$ cat src/rtl/clk_gate_ctrl.sv
`default_nettype none
// ============================================================================
//  Module      : clk_gate_ctrl
//  Description : Enable generator for a glbl clock gate. It turns activity
//                requests (req_i | busy_i) into a registered gate enable
//                (ena_o) and a "gated clock is running and stable"
//                acknowledge (ack_o).
//                - WAKE_CNT : cycles from ena_o rising to ack_o rising
//                - IDLE_CNT : idle cycles before the clock is gated off
//                Optional build macro: CLK_GATE_CTRL_BYPASS_EN
//                  When defined, ena_o and ack_o are held at 1 after reset.
//                  The FSM and counters keep running and remain visible on
//                  state_o.
//  Revision    : 1.0 - initial release
// ============================================================================
module clk_gate_ctrl #(
    parameter int unsigned IDLE_CNT = 16,   // legal 1..255
    parameter int unsigned WAKE_CNT = 2     // legal 0..15
) (
    input  logic       clk_i,
    input  logic       rst_an_i,
    input  logic       req_i,
    input  logic       busy_i,
    output logic       ena_o,
    output logic       ack_o,
    output logic [1:0] state_o
);

    // FSM encoding is visible on state_o, so the values are fixed.
    typedef enum logic [1:0] {
        ST_OFF  = 2'd0,
        ST_WAKE = 2'd1,
        ST_ON   = 2'd2,
        ST_IDLE = 2'd3
    } state_e;

    // Counter load values. WAKE_CNT == 0 skips WAKE entirely, so its load
    // value is never used; clamp it to avoid an underflowed constant.
    localparam logic [3:0] c_WAKE_LOAD = (WAKE_CNT == 0) ? 4'd0 : 4'(WAKE_CNT - 1);
    localparam logic [7:0] c_IDLE_LOAD = 8'(IDLE_CNT - 1);

    state_e     state_q;
    state_e     state_d;
    logic [3:0] wake_cnt_q;
    logic [3:0] wake_cnt_d;
    logic [7:0] idle_cnt_q;
    logic [7:0] idle_cnt_d;
    logic       ena_q;
    logic       ena_d;
    logic       ack_q;
    logic       ack_d;

    logic       w_act;

    assign w_act = req_i | busy_i;

    // State, counters and outputs are all flops so the gate enable is glitch-free.
    always_ff @(posedge clk_i or negedge rst_an_i) begin
        if (!rst_an_i) begin
            state_q    <= ST_OFF;
            wake_cnt_q <= 4'd0;
            idle_cnt_q <= 8'd0;
            ena_q      <= 1'b0;
            ack_q      <= 1'b0;
        end else begin
            state_q    <= state_d;
            wake_cnt_q <= wake_cnt_d;
            idle_cnt_q <= idle_cnt_d;
            ena_q      <= ena_d;
            ack_q      <= ack_d;
        end
    end

    // Next-state, counter and output decode; outputs follow the next state so
    // that they change on the same edge as state_q.
    always_comb begin
        state_d    = state_q;
        wake_cnt_d = wake_cnt_q;
        idle_cnt_d = idle_cnt_q;
        ena_d      = 1'b0;
        ack_d      = 1'b0;

        case (state_q)
            ST_OFF: begin
                if (w_act) begin
                    if (WAKE_CNT == 0) begin
                        state_d = ST_ON;
                    end else begin
                        state_d    = ST_WAKE;
                        wake_cnt_d = c_WAKE_LOAD;
                    end
                end
            end

            // Wake always runs to completion so the gated clock has settled
            // before anyone is told it is available.
            ST_WAKE: begin
                if (wake_cnt_q == 4'd0) begin
                    state_d = ST_ON;
                end else begin
                    wake_cnt_d = wake_cnt_q - 4'd1;
                end
            end

            ST_ON: begin
                if (!w_act) begin
                    state_d    = ST_IDLE;
                    idle_cnt_d = c_IDLE_LOAD;
                end
            end

            // Activity has priority over expiry of the idle count.
            ST_IDLE: begin
                if (w_act) begin
                    state_d = ST_ON;
                end else if (idle_cnt_q == 8'd0) begin
                    state_d = ST_OFF;
                end else begin
                    idle_cnt_d = idle_cnt_q - 8'd1;
                end
            end

            default: begin
                state_d = ST_OFF;
            end
        endcase

`ifdef CLK_GATE_CTRL_BYPASS_EN
        ena_d = 1'b1;
        ack_d = 1'b1;
`else
        ena_d = (state_d != ST_OFF);
        ack_d = (state_d == ST_ON) || (state_d == ST_IDLE);
`endif
    end

    assign ena_o   = ena_q;
    assign ack_o   = ack_q;
    assign state_o = state_q;

`ifndef SYNTHESIS
    // A requester that still asserts activity must never lose its acknowledge.
    a_ack_hold: assert property (@(posedge clk_i) disable iff (!rst_an_i)
        (ack_o && w_act) |=> ack_o);

    // The acknowledge is only meaningful while the gate is enabled.
    a_ack_implies_ena: assert property (@(posedge clk_i) disable iff (!rst_an_i)
        ack_o |-> ena_o);
`endif

endmodule
`default_nettype wire

$ cat config.mk
export PLATFORM = sky130hd
export DESIGN_NAME = clk_gate_ctrl
export DESIGN_NICKNAME = d
export VERILOG_FILES = /design/src/rtl/clk_gate_ctrl.sv
export SDC_FILE = /design/constraint.sdc
export NUM_CORES = 1
export LEC_CHECK = 0
export ABC_AREA = 0
export CORE_ASPECT_RATIO = 1.1
export CORE_MARGIN = 5
export CORE_UTILIZATION = 54
export DETAILED_ROUTE_END_ITERATION = 8
export GPL_ROUTABILITY_DRIVEN = 0
export PLACE_DENSITY = 0.8
export SYNTH_ARGS = -nofsm -noshare
export SYNTH_HDL_FRONTEND = slang
export SYNTH_SLANG_ARGS = --single-unit
$ cat constraint.sdc
create_clock -name clk_i -period 2.3 [get_ports clk_i]
set_clock_uncertainty 0.15 [all_clocks]
set_input_delay 0.69 -clock clk_i [delete_from_list [all_inputs] [get_ports clk_i]]
set_output_delay 0.69 -clock clk_i [all_outputs]
set_load 0.02 [all_outputs]
Word-level counts from Yosys, hierarchy flattened:

Index checks and enable logic that the tools add are counted.

* bits in registers: 16
* bits of input ports: 4
* output and inout bits: 4
* logic and storage cells: 40

* $add $sub $neg: 2
* equality and inequality tests: 10
* muxes and demuxes: 13
* bitwise gates (word level): 1
* reduce and logical (&&, ||, !) cells: 9

Operators by type and width (number)
* $mux 8: 3
* $pmux 8 s2: 1
* $mux 2: 5
* $ne 2x2->1 const B: 5
* $eq 2x2->1 const B: 4
* $logic_not 8->1: 1
* $mux 4: 2
* $pmux 2 s4: 1
* $pmux 4 s2: 1
* $sub 8x1->8 const B: 1
* $reduce_bool 2->1: 3
* $logic_not 4->1: 1
* $reduce_and 4->1: 1
* $sub 4x1->4 const B: 1
* $reduce_and 3->1: 1
* $eq 2x1->1 const B: 1
* $logic_not 2->1: 1
* $logic_or 1x1->1: 1
* $or 1x1->1: 1

Longest topological paths before layout:

* word-level depth: 6
* depth in mapped cells: 6
* depth with buffers taken out: 6

Worst setup path before layout:

No wires, ideal clock.

* path type: reg-to-reg
* from: reg idle_cnt_q[0]
* to: reg state_q[0] (netlist: state_o[0])
* library setup time: 131 ps
* data arrival time: 1758 ps
* data required time: 2019 ps
* path slack: 261 ps
* cell stages (with the launch flop): 6
* path buffers: 0
* clock period less this slack: 2039 ps
* cells stage by stage: dfrtp_1 inv_1 ha_1 or4b_4 o31a_1 or3_1

* longest elaborated chain between the ends: 4

RTL lines
* from (decl): RTL line 46 `logic [7:0] idle_cnt_q;`
* from (signal assigned): RTL line 68 `idle_cnt_q <= idle_cnt_d;`
* $logic_not 8->1: RTL line 116 `end else if (idle_cnt_q == 8'd0) begin`
* $mux 2: RTL line 116
* $mux 2: RTL line 114 `if (w_act) begin`
* $pmux 2 s4: RTL line 83 `case (state_q)`
* via state_d[0]: RTL line 43 `state_e state_d;`
* to (signal assigned): RTL line 66 `state_q <= state_d;`
* to (decl): RTL line 42 `state_e state_q;`

The timed path passes the listed nets, and every way through them passes these cells.
A chain may end at the register's enable or synchronous reset.

Worst setup path in the final report:

* from: reg state_q[1] (netlist: state_o[1])
* to: out state_o[1]

RTL lines
* to (decl): RTL line 26 `output logic [1:0] state_o`

No word-level cell between the ends.

==> impl_summary.txt <==
----------------------------------------------------
[CTS]
  Worst-skew pair later-pin latency ... 0.28 ns
  Number of buffers added for setup after CTS ... 0
  CTS H-tree depth ... 1
  Hold-fix buffer count after cts ... 0
  Total clock buffers created by CTS ... 3
  Clock tree sinks ... 16
  Buffer type at the clock tree root ... clkbuf_4
  Max Root-Sink Buffers ... 2
  Post_cts resized ... 0
  TritonCTS clock tree ... done
  Clock transition at path regs ... 0.08 ns

[Outcome]
  Run status ... finished clean

[Synthesis]
  Syn_nets ... 100
  Warnings from Yosys ... 0
  Sequential fraction of the synthesis area ... 46.4%
  Post-Syn Area ... 862 um^2
  Post-synth top flop ... dfrtp_1
  Average instance area after synthesis ... 9.27 um^2
  Leading cell types by count after synthesis ... 16 x dfrtp_1, 11 x nor2_1, 10 x nand2_1
  Async set-or-reset flop fraction in the synthesized netlist ... 100%
  Flip-flop and latch count after synthesis ... 16
  Dominant cell by count in the synthesized netlist ... dfrtp_1
  Count of unique library cells instantiated by Yosys ... 25
  Library cell with the largest summed area after synthesis ... dfrtp_1
  Area contributors post-synth ... dfrtp_1 46%, mux2i_1 7.0%, nor2_1 4.8%, ha_1 4.4%, nand2_1 4.4%
  Syn Inst Count ... 93
  Share of Yosys cell area claimed by the top area cell type ... 46.4%
  Number of enable flip-flop cells after synthesis ... 0

[Setup path]
  Cell depth of the worst setup path ... 1
  Delay contributed by the slowest stage of the critical path ... 0.65 ns
  Worst reg2reg setup slack ... 0.11 ns
  Worst path buffer plus inverter count ... 1
  Worst reg-to-reg path cell count ... 5
  Crit. End Element ... primary output
  Reg-to-reg critical path endpoint ... state_o[0]
  Critical Path Source ... state_o[1]
  Startpoint type of the worst setup path ... flip-flop
  Arrival time at the worst endpoint ... 1.38 ns
  Category of cells accounting for the largest share of critical-path delay ... buffers and inverters
  Max Fanout on Critical Path ... 8
  Reg2reg start ... idle_cnt_q[0]
  Critical Path End ... state_o[1]
  CP Data Required Time ... 1.46 ns
  List of cells traversed by the critical path ... clkdlybuf4s50_1
  Critical Path Slowest Stage Cell ... clkdlybuf4s50_1
  Kind of critical path ... reg2out

[Route]
  Number of antenna-violating nets in the routed design ... 0
  DRC errors left ... 0
  1st-iter DRT viols ... 12
  WL final ... 1620 um
  First drt pass iteration count ... 4
  Via count ... 686
  Avg WL per Cell ... 13.5 um
  Detail-routed via count per cell ... 5.72

[STA]
  Share of the cycle needed by the critical path after routing ... 96.7%
  # setup viols final ... 0
  Time the worst path needs with I/O delays and setup ... 2.22 ns
  Endpoints failing hold ... 0
  Peak clock frequency supported by timing ... 0.450 GHz
  Setup repair after global routing missed its margin ... false
  Slew Limit Fails ... 0
  Post-layout worst setup margin ... 0.0767 ns
  Tightest slew margin relative to the limit ... 49.5%
  Final sum of negative setup slack ... 0 ns
  Pin slew with the least headroom to its limit ... 0.757 ns

[Floorplanning]
  Area of the die ... 2500 um^2
  Placeable core region ... 1540 um^2
  Floorplan die width ... 48.1 um
  Ports placed on the boundary ... 8
  Initial core utilization ... 56.0%
  Vertical extent of the die ... 51.9 um
  Total number of placement rows ... 15

[Global route]
  Initial antenna violation count ... 0
  Global-route wire length before repair ... 2740 um
  Number of global-route vias before repair ... 647
  Maximum number of pins on one net before global-route repair ... 17
  Global route total overflow ... 0
  Global Route Usage Sum ... 15.5%

[Final layout]
  Number of fillers in the final layout ... 130
  Sequential cell area in the final layout ... 400 um^2
  Net count, final ... 112
  Ratio of cells with drive above 1 in the final layout ... 6.80%
  Area grow syn2layout ... 14.4%
  Diodes inserted ... 0
  Multi-input logic area ... 430 um^2

[Power]
  Max rail drop VDD ... 385 uV
  Static Leak ... 0.436 nW
  Total power per unit cell area ... 602 nW/um^2

[Placed design]
  Port Buf Inserts ... 7
  Detail Placement HPWL ... 1170 um
  Post-placement setup slack ... 0.106 ns

[Run]
  Maximum capacitance violations ... 0

[Worst hold path]
  Worst min path class ... reg2reg

----------------------------------------------------
-- metal layers --
layer	part of all wire [%]	track usage [%]
met1	51	21.4
met3	3.5	3.11
met4	2.1	8.07
met5	0	0
met2	43	22.2
-- logic make-up after synthesis --
group | Yosys count | synth area share, %
AND/OR/NAND/NOR | 42 | 25.0
buffers and inverters | 8 | 3.63
multiplexers | 6 | 6.97
flip-flops | 16 | 46.4
AO/OA/AOI/OAI | 18 | 13.6
adder cells (fa/ha/maj) | 3 | 4.35
-- sequential cells by signal, indices dropped and copies added, names as in the netlist --
signal,cells
ack_o,1
ena_o,1
idle_cnt_q,8
state_o,2
wake_cnt_q,4
-- cell type report --
class	instances	share of cell area [%]
timing repair buffer	10	9.39
sequential	16	40.6
multi-input combinational	69	43.7
clock buffer	3	2.28
inverter	5	1.90
tap	17	2.16
-- placed cells by master, fill, tap and decap left out, drive strengths merged, types with 2 or more instances in the layout --
cell type       n
a22o            4
inv             5
o21ai           6
clkbuf          3
ha              3
nand3           5
dfrtp          16
nand2          10
a21oi           3
nor3            4
buf             3
mux2i           6
a31oi           2
or3             2
nor2           11
nand2b          2
nor3b           3
clkdlybuf4s50   7
-- stage by stage --
step	utilization, %	area (um^2)	instances	hold WS, ns	power, mW
finish	64.1	986	120	0.355	0.593
global route	64.1	986	120	0.384	0.631
CTS	64.1	986	120	0.351	0.596
detailed placement	62.6	963	117	0.343	0.455
global placement	62.6	963	117	0.312	0.449
floorplan	-	862	93	0.244	0.419
-- report_power, final --
| part | switching (mW) | total, mW | internal (mW) | leakage [nW] |
|---|---|---|---|---|
| clock | 0.0814 | 0.142 | 0.0608 | 0.0138 |
| sequential | 0.0372 | 0.350 | 0.313 | 0.176 |
| combinational | 0.0540 | 0.101 | 0.0470 | 0.246 |
| total | 0.173 | 0.593 | 0.421 | 0.436 |
-- worst min path at each step --
stage                   from             to  slack (ns)  depth (start not counted)
2_1_floorplan       rst_an_i          ack_o        0.24                          0
3_3_place_gp   wake_cnt_q[3]  wake_cnt_q[3]        0.31                          1
3_5_place_dp   wake_cnt_q[3]  wake_cnt_q[3]        0.34                          1
4_1_cts        wake_cnt_q[3]  wake_cnt_q[3]        0.35                          1
5_1_grt        wake_cnt_q[3]  wake_cnt_q[3]        0.38                          1
6_report       wake_cnt_q[3]  wake_cnt_q[3]        0.36                          1
Power figures use the tool's default switching activity.
==> patch 1, RTL diff (config.mk and constraints unchanged) <==
Reset style: synchronous (`rst_an_i`), changed in one clocked block.
--- a/src/rtl/clk_gate_ctrl.sv
+++ b/src/rtl/clk_gate_ctrl.sv
@@ -57,3 +57,3 @@
     // State, counters and outputs are all flops so the gate enable is glitch-free.
-    always_ff @(posedge clk_i or negedge rst_an_i) begin
+    always_ff @(posedge clk_i) begin
         if (!rst_an_i) begin
Function: differs if rst_an_i is asserted again (counterexample within 4 cycles, from zero or initial values and one cycle with rst_an_i low); with rst_an_i held inactive, the same outputs for 10 cycles.
==> patch 1 against the unedited design <==
- count of clock-buffer cells in the layout unchanged
- die area down 3.4%
- core utilization up 6.9 points
- critical path depth up 4
- sequential cell count unchanged
- critical path type is now input pin to flip-flop
- area after synthesis down 4.2%
- maximum frequency up 1.9%
- setup slack better by 0.041 ns
- wire length up 5.4%
- largest cell class unchanged
- via count up 9.6%
- cell area up 0.89%
- register-to-register slack better by 0.31 ns
Power is not compared: it rests on default switching activity, and its combinational part moved more than twofold at a synthesized area within 25%.
==> patch 1: results <==
set metrics [dict create \
    wl_met2_um 837 \
    grt_max_degree 14 \
    ys_seq_area_frac 0.388 \
    grt_use_met2 0.248 \
    regToRegSetupSlack_ns 0.42 \
    clkTransAtPathRegs_ns 0.10 \
    r2r_end "idle_cnt_q[3]" \
    drt_iter0_drc 22 \
    cp_max_fo 4 \
    async_flop_share 0 \
    crit_arrival_ns 2.22 \
    place_area_um2 971 \
    synthTopCellsByArea "dfxtp_1 (39%), ha_1 (4.5%), nor2_1 (4.1%), a21oi_1 (3.6%), a2111oi_4 (3.3%)" \
    netlist_top_cells_count "dfxtp_1 (16), nor2_1 (9), a21oi_1 (6), nand2_1 (6)" \
    cp-endpoint "idle_cnt_q[7]" \
    place_ws_ns -0.194 \
    wl_met1_um 797 \
    wl_met3_um 47 \
    via_count 752 \
    rr_worst_depth 6 \
    synth_nets 98 \
    timing.hold.ws_ns 0.337 \
    grt_use_total 0.159 \
    setup_viol 0 \
    instances_no_fill 123 \
    status "complete, no violations" \
    use_met1 0.207 \
    use_met3 0.0211 \
    wl_per_cell_um 13.8 \
    worstReg2RegStart "idle_cnt_q[0]" \
    grt_pass1_vias 685 \
    drive_gt1_frac 0.178 \
    synth_cell_types 37 \
    synth_flop_cell "dfxtp_1" \
    syn-instance-count 91 \
    worst_slack_ns 0.118 \
    grt_pass1_wl_um 2880 \
    dp_hpwl_um 1270 \
]
[patch 1: cell types whose count changed in the layout (fill, tap and decap cells not counted), sizes merged, moves of 4 or more]
cell   delta
dfrtp    -16
mux2i     -5
nand2     -4
dfxtp    +16
a22o      -4
buf       +6
[patch 1: worst max-delay path, stage by stage]
cell             delay (ns)
clkdlybuf4s50_1        0.42
or3b_1                 0.46
nor4_1                 0.37
mux2i_1                0.23
nor2_1                 0.05
[patch 1: final cells by class]
class	count	area [µm²]
tap	16	20.0
clock buffer	3	22.5
timing repair buffer	16	138
inverter	5	18.8
multi-input combinational	67	474
sequential	16	322
fill	114	407
[patch 1: cells by family (layout without fill, tap and decap cells)]
kind of cell	Yosys count	in the layout	share of synthesized area
AND/OR/NAND/NOR	36	36	0.258
XOR/XNOR	4	4	0.0424
AO/OA/AOI/OAI	23	23	0.217
adder cells (fa/ha/maj)	3	3	0.0455
buffers and inverters	8	24	0.0379
flip-flops	16	16	0.388
multiplexers	1	1	0.0121
[patch 1: worst min path at each step]
stage,cells after the start,to,from
CTS,2,wake_cnt_q[1],wake_cnt_q[1]
detailed placement,2,wake_cnt_q[0],wake_cnt_q[0]
global placement,2,wake_cnt_q[0],wake_cnt_q[0]
global route,2,wake_cnt_q[1],wake_cnt_q[1]
floorplan,2,wake_cnt_q[0],wake_cnt_q[0]
finish,2,wake_cnt_q[1],wake_cnt_q[1]
[patch 1: repair_timing]
action                     4_1_cts  5_1_grt
hold buffers                     0        0
setup endpoints to repair        0        1
buffers inserted                 0        0
resized for setup                0        1
[patch 1: report_power, final]
group	switching (mW)	total (mW)	internal [mW]
clock	0.0894	0.150	0.0608
sequential	0.0698	0.423	0.353
combinational	0.284	0.546	0.262
total	0.443	1.12	0.676
==> patch 2, RTL diff (same flow settings) <==
Made on the original files. Set the parameter `IDLE_CNT` to 8 (it was 16).
--- a/src/rtl/clk_gate_ctrl.sv
+++ b/src/rtl/clk_gate_ctrl.sv
@@ -16,3 +16,3 @@
 module clk_gate_ctrl #(
-    parameter int unsigned IDLE_CNT = 16,   // legal 1..255
+    parameter int unsigned IDLE_CNT = 8,   // legal 1..255
     parameter int unsigned WAKE_CNT = 2     // legal 0..15
Behaviour: same outputs for any inputs over 10 cycles, from zero or initial values and one cycle with rst_an_i low; that may be too few to reach the edited logic, so the function may still have changed.
==> patch 2 against the unedited design <==
- power rose by 11%
- area after synthesis is 4.1% higher
- critical path depth is the same
- setup slack improved by 0.056 ns
- cell area rose by 8.2%
- non-clock buffer count rose by 6
- sequential cell count is the same
- wire length down 0.31%
- largest cell class unchanged
- highest routed layer unchanged
==> patch 2: results <==
set metrics [dict create \
    synth_nets 96 \
    synth-adder-area-share 0.0418 \
    synth_cell_types 31 \
    grt_use_total 0.141 \
    slowest_delay_ns 0.62 \
    synthTopCellsByArea "dfrtp_1 (45%), mux2i_1 (5.6%), nand2_1 (5.0%), ha_1 (4.2%), nor3_1 (2.8%)" \
    peakVddDrop_mv 0.433 \
    instances_no_fill 123 \
    grt_pass1_wl_um 2870 \
    worst_pin_slew_ns 0.525 \
    drive_gt1_frac 0.198 \
    synth_compound_area_frac 0.138 \
    cp_max_fo 9 \
    viasPerCell 5.48 \
    ys_seq_area_frac 0.446 \
    critical_path.startpoint "state_o[1]" \
    ys_warn_count 0 \
    min_delay_worst_endpoint "wake_cnt_q[3]" \
    finalCritPeriodShare 0.943 \
    leakagePower_nw 0.467 \
    place_ws_ns -0.0555 \
    drt_iter0_drc 14 \
    regToRegSetupSlack_ns 0.42 \
    rr_worst_depth 6 \
    final_nets 114 \
    grt_max_degree 20 \
    r2r_end "idle_cnt_q[6]" \
    netlist_top_cells_count "dfrtp_1 (16), nand2_1 (12), nor2_1 (6)" \
    timing.hold.ws_ns 0.327 \
    finalWirelength_um 1610 \
    status "complete, no violations" \
    grt_pass1_vias 681 \
]
## patch 2: changes by cell type after synthesis, sizes merged, moves of 2 or more
cell / delta
a41oi: +2
buf: +2
clkbuf: -2
nand2: +2
nand3: -3
nor2: -5
nor2b: +2
nor3: +2
o21ai: -4
## patch 2: routing by layer
layer  global-route usage  routed length (µm)  up-vias
met5                    0                   0        -
li1                     -                   -      354
met4               0.0404                   6        0
met1                0.170                 754      307
met2                0.257                 775       11
met3               0.0228                  74        2
## patch 2: power breakdown
group	total [mW]	switching [mW]	internal, mW
logic	0.128	0.0693	0.0592
registers	0.351	0.0343	0.317
clock network	0.180	0.0835	0.0962
## patch 2: final cells by class
cell class / count / area, µm²
flip-flops and latches: 16 / 402
fillers: 128 / 509
multi-input cells: 65 / 452
inverters: 5 / 18.8
repair buffers: 16 / 138
clock buffers: 4 / 36.3
well taps: 17 / 21.3
## patch 2: repair_timing
item / CTS / global route
resized for setup: 0 / 1
setup buffers: 0 / 0
endpoints found under the setup margin: 0 / 1
